<file path="config.mk">
export PLATFORM = sky130hd
export DESIGN_NAME = id_ex_stage
export DESIGN_NICKNAME = d
export VERILOG_FILES = /design/src/rtl/id_ex_stage.sv
export SDC_FILE = /design/constraint.sdc
export NUM_CORES = 1
export LEC_CHECK = 0
export ABC_AREA = 0
export CAP_MARGIN = 40
export CORE_MARGIN = 4
export CORE_UTILIZATION = 33
export DETAILED_ROUTE_END_ITERATION = 6
export PLACE_DENSITY = 0.86
export SYNTH_ARGS = -nofsm -noshare
export SYNTH_HDL_FRONTEND = slang
export SYNTH_SLANG_ARGS = --single-unit
</file>
<file path="constraint.sdc">
create_clock -name clk -period 1.7 [get_ports clk]
set_input_delay 0.34 -clock clk [delete_from_list [all_inputs] [get_ports clk]]
set_output_delay 0.34 -clock clk [all_outputs]
set_load 0.1 [all_outputs]
</file>
<file path="src/rtl/id_ex_stage.sv">
// ID->EX pipeline register: captures register-file operands and decoded fields,
// inserts a bubble on load-use hazards or EX flush, and counts stall cycles.
module id_ex_stage #(
  parameter int DATA_W = 32,
  parameter int CNT_W  = 16
) (
  input  logic              clk,
  input  logic              rst,
  input  logic              id_valid,
  input  logic [31:0]       id_instr,
  input  logic [DATA_W-1:0] id_pc4,
  output logic [4:0]        rf_read1,
  output logic [4:0]        rf_read2,
  input  logic [DATA_W-1:0] rf_data1,
  input  logic [DATA_W-1:0] rf_data2,
  input  logic              id_regWrite,
  input  logic              id_memRead,
  input  logic              id_memWrite,
  input  logic              id_memToReg,
  input  logic              id_aluSrc,
  input  logic              id_regDst,
  input  logic [1:0]        id_aluOp,
  input  logic              ex_flush,
  output logic              stall,
  output logic              ex_valid,
  output logic [DATA_W-1:0] ex_pc4,
  output logic [DATA_W-1:0] ex_rs_data,
  output logic [DATA_W-1:0] ex_rt_data,
  output logic [DATA_W-1:0] ex_imm,
  output logic [4:0]        ex_rs,
  output logic [4:0]        ex_rt,
  output logic [4:0]        ex_wreg,
  output logic              ex_regWrite,
  output logic              ex_memRead,
  output logic              ex_memWrite,
  output logic              ex_memToReg,
  output logic              ex_aluSrc,
  output logic [1:0]        ex_aluOp,
  output logic [CNT_W-1:0]  stall_cnt
);

  typedef struct packed {
    logic              valid;
    logic [DATA_W-1:0] pc4;
    logic [DATA_W-1:0] rs_data;
    logic [DATA_W-1:0] rt_data;
    logic [DATA_W-1:0] imm;
    logic [4:0]        rs;
    logic [4:0]        rt;
    logic [4:0]        wreg;
    logic              regWrite;
    logic              memRead;
    logic              memWrite;
    logic              memToReg;
    logic              aluSrc;
    logic [1:0]        aluOp;
  } ex_t;

  ex_t ex_q, ex_d;
  logic [CNT_W-1:0] cnt_q;

  // opcode bits are decoded upstream; only the register/immediate fields matter here
  logic unused_opcode;
  assign unused_opcode = &{1'b0, id_instr[31:26]};

  assign rf_read1 = id_instr[25:21];
  assign rf_read2 = id_instr[20:16];

  // $0 never carries a real load result, so a load into it cannot create a hazard
  assign stall = ex_q.valid & ex_q.memRead & (ex_q.rt != 5'd0) & id_valid & ~ex_flush
               & ((ex_q.rt == id_instr[25:21]) | (ex_q.rt == id_instr[20:16]));

  always_comb begin
    ex_d = '0;
    if (!(ex_flush || stall) && id_valid) begin
      ex_d.valid    = 1'b1;
      ex_d.pc4      = id_pc4;
      ex_d.rs_data  = rf_data1;
      ex_d.rt_data  = rf_data2;
      ex_d.imm      = {{(DATA_W-16){id_instr[15]}}, id_instr[15:0]};
      ex_d.rs       = id_instr[25:21];
      ex_d.rt       = id_instr[20:16];
      ex_d.wreg     = id_regDst ? id_instr[15:11] : id_instr[20:16];
      ex_d.regWrite = id_regWrite;
      ex_d.memRead  = id_memRead;
      ex_d.memWrite = id_memWrite;
      ex_d.memToReg = id_memToReg;
      ex_d.aluSrc   = id_aluSrc;
      ex_d.aluOp    = id_aluOp;
    end
  end

  always_ff @(posedge clk) begin
    if (rst) ex_q <= '0;
    else     ex_q <= ex_d;
  end

  always_ff @(posedge clk) begin
    if (rst)                                 cnt_q <= '0;
    else if (stall && (cnt_q != {CNT_W{1'b1}})) cnt_q <= cnt_q + CNT_W'(1);
  end

  assign ex_valid    = ex_q.valid;
  assign ex_pc4      = ex_q.pc4;
  assign ex_rs_data  = ex_q.rs_data;
  assign ex_rt_data  = ex_q.rt_data;
  assign ex_imm      = ex_q.imm;
  assign ex_rs       = ex_q.rs;
  assign ex_rt       = ex_q.rt;
  assign ex_wreg     = ex_q.wreg;
  assign ex_regWrite = ex_q.regWrite;
  assign ex_memRead  = ex_q.memRead;
  assign ex_memWrite = ex_q.memWrite;
  assign ex_memToReg = ex_q.memToReg;
  assign ex_aluSrc   = ex_q.aluSrc;
  assign ex_aluOp    = ex_q.aluOp;
  assign stall_cnt   = cnt_q;

endmodule
</file>
Word level (Yosys, flattened, before mapping). Cells that the tools add are included.

Bits of input ports: 140. Word-level logic and storage cells: 35. Bits in registers: 151. Output and inout port bits: 178.

Bitwise operators: 8. Reductions and logical operators: 6. Muxes and demuxes: 2. Equality and inequality tests: 3. Add/subtract/negate cells: 1.

Operators with widths (count): 2-to-1 mux 151 bit (1); adder 16 x 1 -> 16 bit, second input constant (1); inequality test 16 bit, second input constant (1); equality test 5 bit (2); AND 1 bit (5); 2-to-1 mux 5 bit (1); nonzero test 5 bit (1); logical AND 1 bit (2); NOT 1 bit (2); OR reduction 2 bit (1); zero test 1 bit (1); logical OR 1 bit (1); OR 1 bit (1).

Depth between registers and ports, before layout.
Depth after elaboration: 10. Mapped depth: 7.

Worst setup path after synthesis. Ideal clock, no wire load.

Path type: register -> output. From: register ex_q, in the netlist ex_rt[0]. To: output stall. Setup slack: -1.653 ns. Buffers on the path: 1. Arrival: 3.013 ns. Cell stages (with the launch flop): 6. Path through: dfxtp_1 -> xor2_1 -> nor3_1 -> a22oi_1 -> clkbuf_1 -> nor2_1.

Longest elaborated chain between the ends: 5.

Ends and longest elaborated chain: start, declared (RTL line 59) `ex_t ex_q, ex_d;`; start signal, assigned (RTL line 94) `if (rst) ex_q <= '0;`; start signal, assigned (RTL line 95) `else ex_q <= ex_d;`; nonzero test 5 bit (RTL line 70) `assign stall = ex_q.valid & ex_q.memRead & (ex_q.rt != 5'd0) & id_valid & ~ex_flush`; AND 1 bit (3 in series) (RTL line 70); AND 1 bit * (RTL line 71) `& ((ex_q.rt == id_instr[25:21]) | (ex_q.rt == id_instr[20:16]));`; end, declared (RTL line 24) `output logic stall,`.

Mark *: on every way between the ends. The rest lies on a longest branch, timed or not.

Worst setup path after layout.
From: register ex_q, in the netlist ex_rt[1]. To: output stall.

Same word-level chain as after synthesis.

==> metrics.md <==
| Metric | Value |
|---|---|
| Drt drc | 0 |
| Clk_lat worst skew | roughly 0.42 ns |
| Hpwl dp | 13830 µm |
| Cts bufs inserted | 17 |
| Most Crowded Layer GR | met2 |
| Initial antenna violation count | 0 |
| Global routing met3 resource utilization | 0.07805 |
| CP peak stage delay | ~0.35 ns |
| Mapped cell area | between 4000 and 5000 µm² |
| Max cap viols | 0 |
| Failing checks | negative setup slack |
| Count of cell types in the netlist | 33 |
| DR pass1 iterations | 4 |
| Critical path type | reg -> out |
| Synthesis-to-finish area growth | 148.4% |
| Worst VDD drop | around 720 µV |
| Largest net degree at the start of global routing | 39 |
| Initial Util | 0.3389 |
| Global Route met1 Usage | 0.2379 |
| Clock sinks | around 150 |
| Global-route wire length before repair | approximately 30000 µm |
| IO Port Bufs | between 300 and 400 |
| Ports | between 300 and 400 |
| Final Total Pwr | approximately 0.0095 W |
| Grt total ovfl | 0 |
| Max_slew headroom | 0.6697 |
| Max stage delay cell, worst path | dfxtp_4 |
| Synth Area per Inst | between 10 and 15 µm² |
| Layout Cells excl Fill | 1022 |
| Final Max Slew Viols | 0 |
| TritonCTS clock tree | done |
| CP required | roughly 1.4 ns |
| DRT antenna net count | 0 |
| Die footprint | 17000 µm² |
| Final Cycle Share | 1.348 |
| Drt via density | roughly 4.8 |
| Clock root cell | clkbuf_16 |
| Max Fclk | about 440 MHz |
| Core ar. | 14590 µm² |
| RePlAce Congestion | 0.7846 |
| Layout Nets | about 970 |
| Post-Syn Instances | 441 |
| Share of the yosys chip area belonging to registers | 0.6115 |
| Slew @ Worst Pin | slightly below 0.5 ns |
| Worst R2R Setup Slack | -0.58 ns |
| Min Hold Slack | about 0.47 ns |
| Leakage power figure | 5.179 nW |
| Clk pin slew, worst setup/hold paths | about 0.07 ns |
| CP arrival | slightly below 2 ns |
| HP Class | in -> reg |
| Seq cells post-synth | 151 |
| Commonest non-fill, non-tap cell in the layout | buf_12 |
| Final-report setup violation count | approximately 150 |
| CTS Buffer Depth | 2 |
| Final Skew | about 0.018 ns |
| Die width | roughly 130 µm |
| Die H | between 100 and 150 µm |
| ANT cells | 0 |
| Vias in the first global route | 5103 |
| FILL cells | around 640 |
| CTS H-Tree Depth | 4 |
| Share of cells above drive strength 1 | 0.5907 |
| Crit. End Element | primary output |
| Yosys Warn Count | 0 |
| Final WS setup | -0.5913 ns |
| Outcome | complete, but fails checks |
| Commonest non-fill, non-tap cells in the layout | buf_12, clkdlybuf4s50_1, dfxtp_1 |
| CP max FO | 3 |
| Crit path cell chain | buf_6, xor2_1, nor2_1, a22oi_2, buf_12, buf_6, nor2_4, buf_12 |
| Hold-fix buffers, CTS | 0 |
| DR WL/cell | 23.34 µm |
| GR Util met2 | 0.4475 |
| WL final | ~24000 µm |
| Starting DRT DRC Count | 252 |
| Final Hold Fails | 0 |
| RSZ-0062 raised after global routing | true |
| Startpoint Class | register |
| Final min period | between 2 and 2.5 ns |
| Reg2Reg Depth | 11 |
| Std-Cell Rows | 44 |
| Mapped Nets | 582 |
| Via count | between 4000 and 5000 |
| Cell area power density | between 700 and 800 nW/µm² |
| Cells after DPL | around 940 |
| Hold depth | 3 |
| GRT Total Usage | 0.2419 |
layout make-up:
| class | instances | area, µm² | area share |
|---|---|---|---|
| clock buffer | 17 | 425.4 | 0.03465 |
| inverter | 3 | 11.26 | 0.0009172 |
| clock inverter | 15 | 162.7 | 0.01325 |
| sequential | 151 | 3108 | 0.2531 |
| timing repair buffer | 411 | 6181 | 0.5034 |
| multi-input combinational | 241 | 2160 | 0.1759 |
| tap | 184 | 230.2 | 0.01875 |
metrics by stage:
| stage | utilization | worst slack [ns] | setup TNS [ns] | instance area, µm² |
|---|---|---|---|---|
| finish | 0.8416 | -0.5913 | -79.21 | 12280 |
| global route | 0.8416 | -0.6670 | -88.85 | 12280 |
| CTS | 0.8063 | -0.6035 | -76.23 | 11760 |
| detailed placement | 0.7063 | -0.6801 | -92.42 | 10300 |
| global placement | 0.7063 | -0.6813 | -93.07 | 10300 |
| floorplan | - | -0.2981 | -29.73 | 5064 |
repair_timing:
| item | in CTS | in global routing |
|---|---|---|
| cloned | 12 | 9 |
| endpoints found under the setup margin | 152 | 152 |
| pin swaps | 27 | 128 |
| buffers inserted | 24 | 10 |
| resized for setup | 86 | 119 |
metal layers:
layer | up-vias | wire [µm]
met4 | 0 | 1163
met2 | 289 | 13090
li1 | 2182 | -
met1 | 2318 | 7705
met3 | 73 | 1897
met5 | - | 0
final timing paths:
check	start	to
worst min-delay path	id_instr[25]	ex_rs[4]
worst max-delay path	ex_rt[1]	stall
worst max register to register	ex_rt[1]	ex_rt_data[6]
worst min register to register	stall_cnt[6]	stall_cnt[6]
synth_stat cells:
cell type,instances,share of area
or4_1,8,0.012
o21ai_0,1,0.0010
o2111ai_1,1,0.0018
mux2_1,2,0.0046
nor4bb_1,1,0.0020
buf_4,26,0.039
inv_1,3,0.0023
mux2i_1,6,0.012
a21oi_1,7,0.0071
a22oi_1,1,0.0015
o31ai_1,6,0.0091
nor3_1,3,0.0030
nor4_1,5,0.0063
o21ai_4,1,0.0033
and2_1,129,0.16
or3_1,2,0.0025
buf_1,1,0.00076
xor2_1,10,0.018
nor2b_1,13,0.016
o211a_4,1,0.0035
nand4_1,5,0.0063
nand3_1,7,0.0071
dfxtp_1,151,0.61
mux2_2,6,0.014
buf_2,2,0.0020
o2111a_2,1,0.0025
buf_6,7,0.016
and4_1,2,0.0035
ha_1,1,0.0025
nor2_2,1,0.0013
nor2_1,13,0.0099
clkbuf_1,10,0.0076
nand2_1,8,0.0061
critical path: cells and delay by family (launching register included):
kind | cells | cell delay (ns)
buf+inv | 4 | 0.56
compound gates | 1 | 0.15
simple gates | 2 | 0.30
xor+xnor | 1 | 0.16
flops | 1 | 0.35
flip-flops by register name (all words and copies together), names as in the netlist, 2 cells and up:
register    count
ex_rs           5
ex_pc4         32
ex_imm         16
ex_aluOp        2
stall_cnt      16
ex_rs_data     32
ex_rt_data     32
ex_wreg         5
ex_rt           5
where the power goes:
part	internal, W	switching, W
Clock	0.00208	0.00168
Sequential	0.00359	0.0000791
Combinational	0.000953	0.00113
Total	0.00663	0.00288
kinds of logic (layout without fill, tap and decap cells):
| group | Yosys count | count (layout) | synth area share |
|---|---|---|---|
| simple gates | 197 | 197 | 0.2399 |
| flops | 151 | 151 | 0.6115 |
| fa+ha+maj | 1 | 1 | 0.002531 |
| xor+xnor | 10 | 10 | 0.01772 |
| compound gates | 19 | 19 | 0.02987 |
| mux | 14 | 14 | 0.03037 |
| buf+inv | 49 | 446 | 0.06809 |
(Power assumes the default switching activity.)
